## src/rtl/prm_edge_mask_collector.sv

```systemverilog
// Scan sequencer for the PRM obstacle-check array: broadcasts obstacle codes to the
// edge checkers, ORs their returned masks into a blocked-edge bitmap, then streams it out.
module prm_edge_mask_collector #(
    parameter  int NUM_EDGES = 1024,
    parameter  int WORD_W    = 32,
    localparam int NWORDS    = NUM_EDGES / WORD_W,
    localparam int IW        = (NWORDS > 1) ? $clog2(NWORDS) : 1
) (
    input  logic                 CLK,
    input  logic                 RST,
    input  logic                 start,
    input  logic                 obs_valid,
    output logic                 obs_ready,
    input  logic [14:0]          obs_code,
    input  logic                 obs_last,
    output logic [14:0]          chk_code,
    input  logic [NUM_EDGES-1:0] chk_mask,
    output logic                 out_valid,
    input  logic                 out_ready,
    output logic [WORD_W-1:0]    out_data,
    output logic [IW-1:0]        out_index,
    output logic                 out_last,
    output logic                 busy,
    output logic                 done
);

    typedef enum logic [1:0] {S_IDLE, S_LOAD, S_DRAIN, S_DUMP} state_t;

    localparam logic [IW-1:0] LAST_IDX = IW'(NWORDS - 1);

    state_t                         state;
    logic [NWORDS-1:0][WORD_W-1:0]  bitmap;
    logic                           pend;

    // chk_code -> checker array -> chk_mask -> bitmap OR is the single-cycle closing path.
    always_ff @(posedge CLK or posedge RST) begin
        if (RST) begin
            state     <= S_IDLE;
            bitmap    <= '0;
            chk_code  <= '0;
            pend      <= 1'b0;
            out_index <= '0;
            obs_ready <= 1'b0;
            out_valid <= 1'b0;
            busy      <= 1'b0;
            done      <= 1'b0;
        end else begin
            done <= 1'b0;
            if (pend)
                bitmap <= bitmap | chk_mask;

            case (state)
                S_IDLE: begin
                    if (start) begin
                        bitmap    <= '0;
                        state     <= S_LOAD;
                        obs_ready <= 1'b1;
                        busy      <= 1'b1;
                    end
                end
                S_LOAD: begin
                    if (obs_valid && obs_ready) begin
                        chk_code <= obs_code;
                        pend     <= 1'b1;
                        if (obs_last) begin
                            state     <= S_DRAIN;
                            obs_ready <= 1'b0;
                        end
                    end else begin
                        pend <= 1'b0;
                    end
                end
                S_DRAIN: begin
                    // The last code's mask is folded in by the pend OR above this cycle.
                    pend      <= 1'b0;
                    state     <= S_DUMP;
                    out_valid <= 1'b1;
                    out_index <= '0;
                end
                S_DUMP: begin
                    if (out_ready) begin
                        if (out_index == LAST_IDX) begin
                            state     <= S_IDLE;
                            out_valid <= 1'b0;
                            busy      <= 1'b0;
                            done      <= 1'b1;
                            out_index <= '0;
                        end else begin
                            out_index <= out_index + 1'b1;
                        end
                    end
                end
                default: state <= S_IDLE;
            endcase
        end
    end

    assign out_data = out_valid ? bitmap[out_index] : '0;
    assign out_last = out_valid && (out_index == LAST_IDX);

endmodule

```

## config.mk

```make
export PLATFORM = sky130hd
export DESIGN_NAME = prm_edge_mask_collector
export DESIGN_NICKNAME = d
export VERILOG_FILES = /design/src/rtl/prm_edge_mask_collector.sv
export SDC_FILE = /design/constraint.sdc
export NUM_CORES = 2
export LEC_CHECK = 0
export BUFFER_PORTS_ARGS = -buffer_cell sky130_fd_sc_hd__buf_2
export CAP_MARGIN = 20
export CORE_AREA = 2 2 428 430
export DETAILED_ROUTE_END_ITERATION = 16
export DIE_AREA = 0 0 430 432
export PLACE_DENSITY = 0.44
export SYNTH_ARGS = -nofsm -noshare
export SYNTH_HDL_FRONTEND = slang
export SYNTH_SLANG_ARGS = --single-unit
```

## constraint.sdc

```tcl
create_clock -name CLK -period 38.4 [get_ports CLK]
set_input_delay 3.84 -clock CLK [delete_from_list [all_inputs] [get_ports CLK]]
set_output_delay 3.84 -clock CLK [all_outputs]
set_load 0.01 [all_outputs]
```

# ---- After elaboration in Yosys (flattened, before gate mapping)
# Cells that the tools add are included.
dict set report op_classes {
  reduce_logical 13
  mux 28
  magnitude_cmp 1
  eq_ne 9
  n_bitwise 1
  add_sub_neg 1
}
# operator count
set ops {}
lappend ops {{1024-bit two-way mux} 3}
lappend ops {{1024-bit OR} 1}
lappend ops {{32-bit binary-select mux with 5-bit select} 1}
lappend ops {{32-bit two-way mux} 2}
lappend ops {{2-bit two-way mux} 5}
lappend ops {{5-bit two-way mux} 2}
lappend ops {{2-bit inequality test (second input constant)} 5}
lappend ops {{5-bit case mux with 2 select lines} 1}
lappend ops {{1-bit two-way mux} 9}
lappend ops {{1-bit case mux with 2 select lines} 4}
lappend ops {{2-bit case mux with 4 select lines} 1}
lappend ops {{4-bit AND reduction} 2}
lappend ops {{2-bit nonzero test} 4}
lappend ops {{5-bit by 6-bit less-than comparator with 1-bit output (second input constant)} 1}
lappend ops {{5-bit by 1-bit adder with 5-bit output (second input constant)} 1}
lappend ops {{5-bit equality test (second input constant)} 1}
lappend ops {{5-bit AND reduction} 1}
lappend ops {{2-bit equality test (second input constant)} 2}
lappend ops {{2-bit AND reduction} 2}
lappend ops {{3-bit AND reduction} 1}
lappend ops {{2-bit by 1-bit equality test with 1-bit output (second input constant)} 1}
lappend ops {{1-bit logical AND} 2}
lappend ops {{2-bit logical NOT} 1}
dict set report word_totals {
  input_bits 1045
  wordCells 93
  out_inout_bits 57
  register_bits 1051
}

# ---- Logic depth before layout (Yosys ltp)
dict set report depth {
  word_depth 4
  depth_mapped 9
  ltp_nobuf 7
}

# ---- Worst setup path before layout
# No wires, ideal clock.
dict set report synth_path {
  path_kind {flip-flop to output port}
  start {reg out_index[0]}
  end {out out_data[16]}
  required_time_ps 34560
  path_buffers 4
  path_stages_with_launch 8
  t_arrival_ps 1977
  setup_slack_ps 32583
  path_cell_list {dfrtp_1 -> buf_2 -> buf_6 -> buf_6 -> buf_2 -> mux4_2 -> a22oi_1 -> a31oi_1}
}
dict set report synth_via {
  elab_chain_cells 3
}
# element line
set synth_lines {}
lappend synth_lines {{start, declared} 21} ;# output logic [IW-1:0] out_index,
lappend synth_lines {{start signal, assigned} 89} ;# out_index <= out_index + 1'b1;
lappend synth_lines {{32-bit binary-select mux with 5-bit select} 98} ;# assign out_data = out_valid ? bitmap[out_index] : '0;
lappend synth_lines {{32-bit two-way mux (implied by the code)} 98}
lappend synth_lines {{32-bit two-way mux} 98}
lappend synth_lines {{end, declared} 20} ;# output logic [WORD_W-1:0] out_data,
# No other way between the ends. The select of a mux whose other input is x is not followed.

# ---- Worst setup path after layout
dict set report layout_path {
  start {reg out_index[0]}
  end {out out_data[26]}
}
# Same word-level chain as after synthesis.

==> flow_summary.json <==
{
  "tns_ps": 0,
  "hp-class": "flip-flop to flip-flop",
  "grt_usage_pct": 21.9,
  "syn_nets": 5085,
  "worst_pin_slew_ps": 1300,
  "post-cts-setup-buffer-count": 0,
  "drive_gt1_share_pct": 32.9,
  "async_flop_share_pct": 100,
  "end_kind": "output port",
  "pwr-share-clk_pct": 24.6,
  "postPlaceCellArea_um2": 52500,
  "fin_worst_skew_ps": 34.1,
  "clock_path_buffers": 3,
  "vias": 36946,
  "drt-total-wl_mm": 208,
  "finalWorstPathRequiredPeriod_ps": 9390,
  "routabilityCongestion": 0.840,
  "finalCritPeriodShare_pct": 24.5,
  "core_um2": 182000,
  "synth_edf_count": 0,
  "yosysUniqueCellTypes": 37,
  "synth.most_common_cell": "dfrtp_1",
  "postCtsHoldBufs": 0,
  "synth_area_per_cell_um2": 11.1,
  "cts_root_buf": "clkbuf_16",
  "pwr-share-seq_pct": 38.6,
  "clock_sinks": 1051,
  "dieWidth_um": 430,
  "h-tree-depth": 4,
  "drt_iter0_drc": 2976,
  "grt_pass1_wl_mm": 290,
  "critPathLaunchType": "flip-flop",
  "outcome": "finished clean",
  "ys_seq_elements": 1051,
  "finalPower_w": 0.00517,
  "synthToLayoutAreaGrowth_pct": 27.2,
  "die_area_um2": 186000,
  "grt_max_degree": 203,
  "clk_latency_ps": 810,
  "wl_per_cell_um": 27.6,
  "grt_pass1_vias": 37281,
  "dp_hpwl_mm": 152,
  "yosysTopAreaCell": "dfrtp_1",
  "cp.required_ps": 34560,
  "p_int_w": 0.00317,
  "synthTopCellsByArea": "dfrtp_1, a21oi_1, mux4_2",
  "pwr-share-comb_pct": 36.9,
  "viasPerCell": 4.91,
  "rsz0062_at_grt": "false",
  "synthTopCellsByCount": "dfrtp_1, nor2_1, a21oi_1, clkbuf_1, mux4_2",
  "overflow": 0,
  "leakagePower_nw": 25.9,
  "row_count": 157,
  "worstSetupPathType": "flip-flop to output port",
  "slew_viol_final": 0,
  "antenna_found_initial": 170,
  "fmax_mhz": 106,
  "initial_core_util_pct": 24.7,
  "yosysTopAreaCellShare_pct": 58.7,
  "syn_area_um2": 44800,
  "synth_seq_area_share_pct": 58.7,
  "ys.flop_type": "dfrtp_1",
  "slew_headroom_pct": 13.7,
  "pin_count": 1102,
  "drc": 0,
  "ant_nets": 0,
  "power_density_nw_per_um2": 90.7,
  "p_switching_w": 0.00200,
  "cts_made_buffers": 133,
  "dr.pass1.iters": 7,
  "hold_viol_final": 0,
  "setup_violations": 0,
  "clkTransAtPathRegs_ps": 60,
  "die_h_um": 432,
  "cts_tree": "built",
  "syn_inst": 4034,
  "cts_resized": 0,
  "netSwitchingFraction_pct": 38.8,
  "portBuffers": 1101,
  "crit_arrival_ps": 5550,
  "nNetsFinal": 6049,
  "crit_fanout": 36,
  "maxCapViolCount": 0,
  "final_area_um2": 57000,
  "ir_drop_uv": 50.1,
  "synth_warnings": 0
}
[cell type report]
class	instances	area (um2)
Antenna cell	55	138
Clock buffer	199	3950
Clock inverter	30	422
Fill cell	18923	125000
Inverter	8	42.5
Multi-Input combinational cell	2644	17100
Sequential cell	1051	26300
Tap cell	2385	2980
Timing Repair Buffer	1160	6040
[through the flow]
stage	util (%)	std cells	setup slack, ps	hold slack [ps]
final	31.4	7532	29010	487
after global routing	31.4	7520	28630	503
after CTS	31.3	7477	28800	491
after detailed placement	28.9	7248	29690	477
after global placement	28.9	7245	29680	470
after floorplan	-	4034	4980	457
[power groups by stage]
| stage | combinational (W) | sequential [W] | clock, W |
|---|---|---|---|
| floorplan | 0.00128 | 0.00186 | 0 |
| global placement | 0.00192 | 0.00200 | 0 |
| detailed placement | 0.00195 | 0.00201 | 0 |
| CTS | 0.00195 | 0.00200 | 0.00130 |
| global route | 0.00211 | 0.00206 | 0.00135 |
| finish | 0.00191 | 0.00200 | 0.00127 |
[worst paths after layout]
check / start / depth (start not counted) / slack (ps) / end
min in group asynchronous: RST / 2 / 3150 / chk_code[12]
worst min-delay path: bitmap[467] / 2 / 490 / bitmap[467]
worst min register to register: bitmap[467] / 2 / 490 / bitmap[467]
worst max-delay path: out_index[0] / 7 / 29010 / out_data[26]
worst max register to register: pend / 8 / 32530 / bitmap[687]
max in group asynchronous: RST / 5 / 31980 / bitmap[679]
[kinds of logic (layout without fill, tap and decap cells)]
| group | Yosys count | in the layout | share of synthesized area, % |
|---|---|---|---|
| buf+inv | 339 | 1397 | 3.17 |
| simple gates | 1081 | 1081 | 9.15 |
| mux | 367 | 367 | 14.7 |
| other cells | 0 | 55 | 0 |
| compound gates | 1190 | 1190 | 14.2 |
| fa+ha+maj | 6 | 6 | 0.167 |
| flops | 1051 | 1051 | 58.7 |
[layer usage]
layer | vias to the layer above | wire length, um | track usage, %
met3 | 468 | 13100 | 5.59
met2 | 1342 | 104000 | 37.5
met4 | 100 | 7310 | 7.90
li1 | 16310 | - | -
met5 | - | 614 | 0
met1 | 18726 | 82100 | 26.6
[flip-flops by register name, indices dropped and copies added (netlist names)]
signal	flops
obs_ready	1
busy	1
bitmap	1024
out_valid	1
done	1
state	2
out_index	5
chk_code	15
pend	1
[layout by cell type (no fill, tap or decap), types with 7 or more instances in the layout]
cell,instances
clkinv_2,11
a31oi_1,33
o221ai_1,32
a221oi_1,17
dfrtp_1,1045
clkbuf_8,27
o21ai_1,14
mux4_2,224
mux2i_1,64
nand2_1,36
o21ai_0,13
a21oi_1,1024
clkinv_8,7
o2111ai_1,15
bufinv_16,7
a22oi_1,32
buf_2,1101
clkbuf_1,34
clkbuf_16,138
nor2_1,1026
diode_2,55
mux2_2,79
buf_4,51
[worst max-delay path: stages (launching register included)]
cell	delay [ps]
dfrtp_4	910
buf_4	780
buf_4	750
mux4_2	630
mux2_2	290
o221ai_1	700
a31oi_1	280
buf_2	240
No activity file was read; power rests on OpenSTA's default activity.
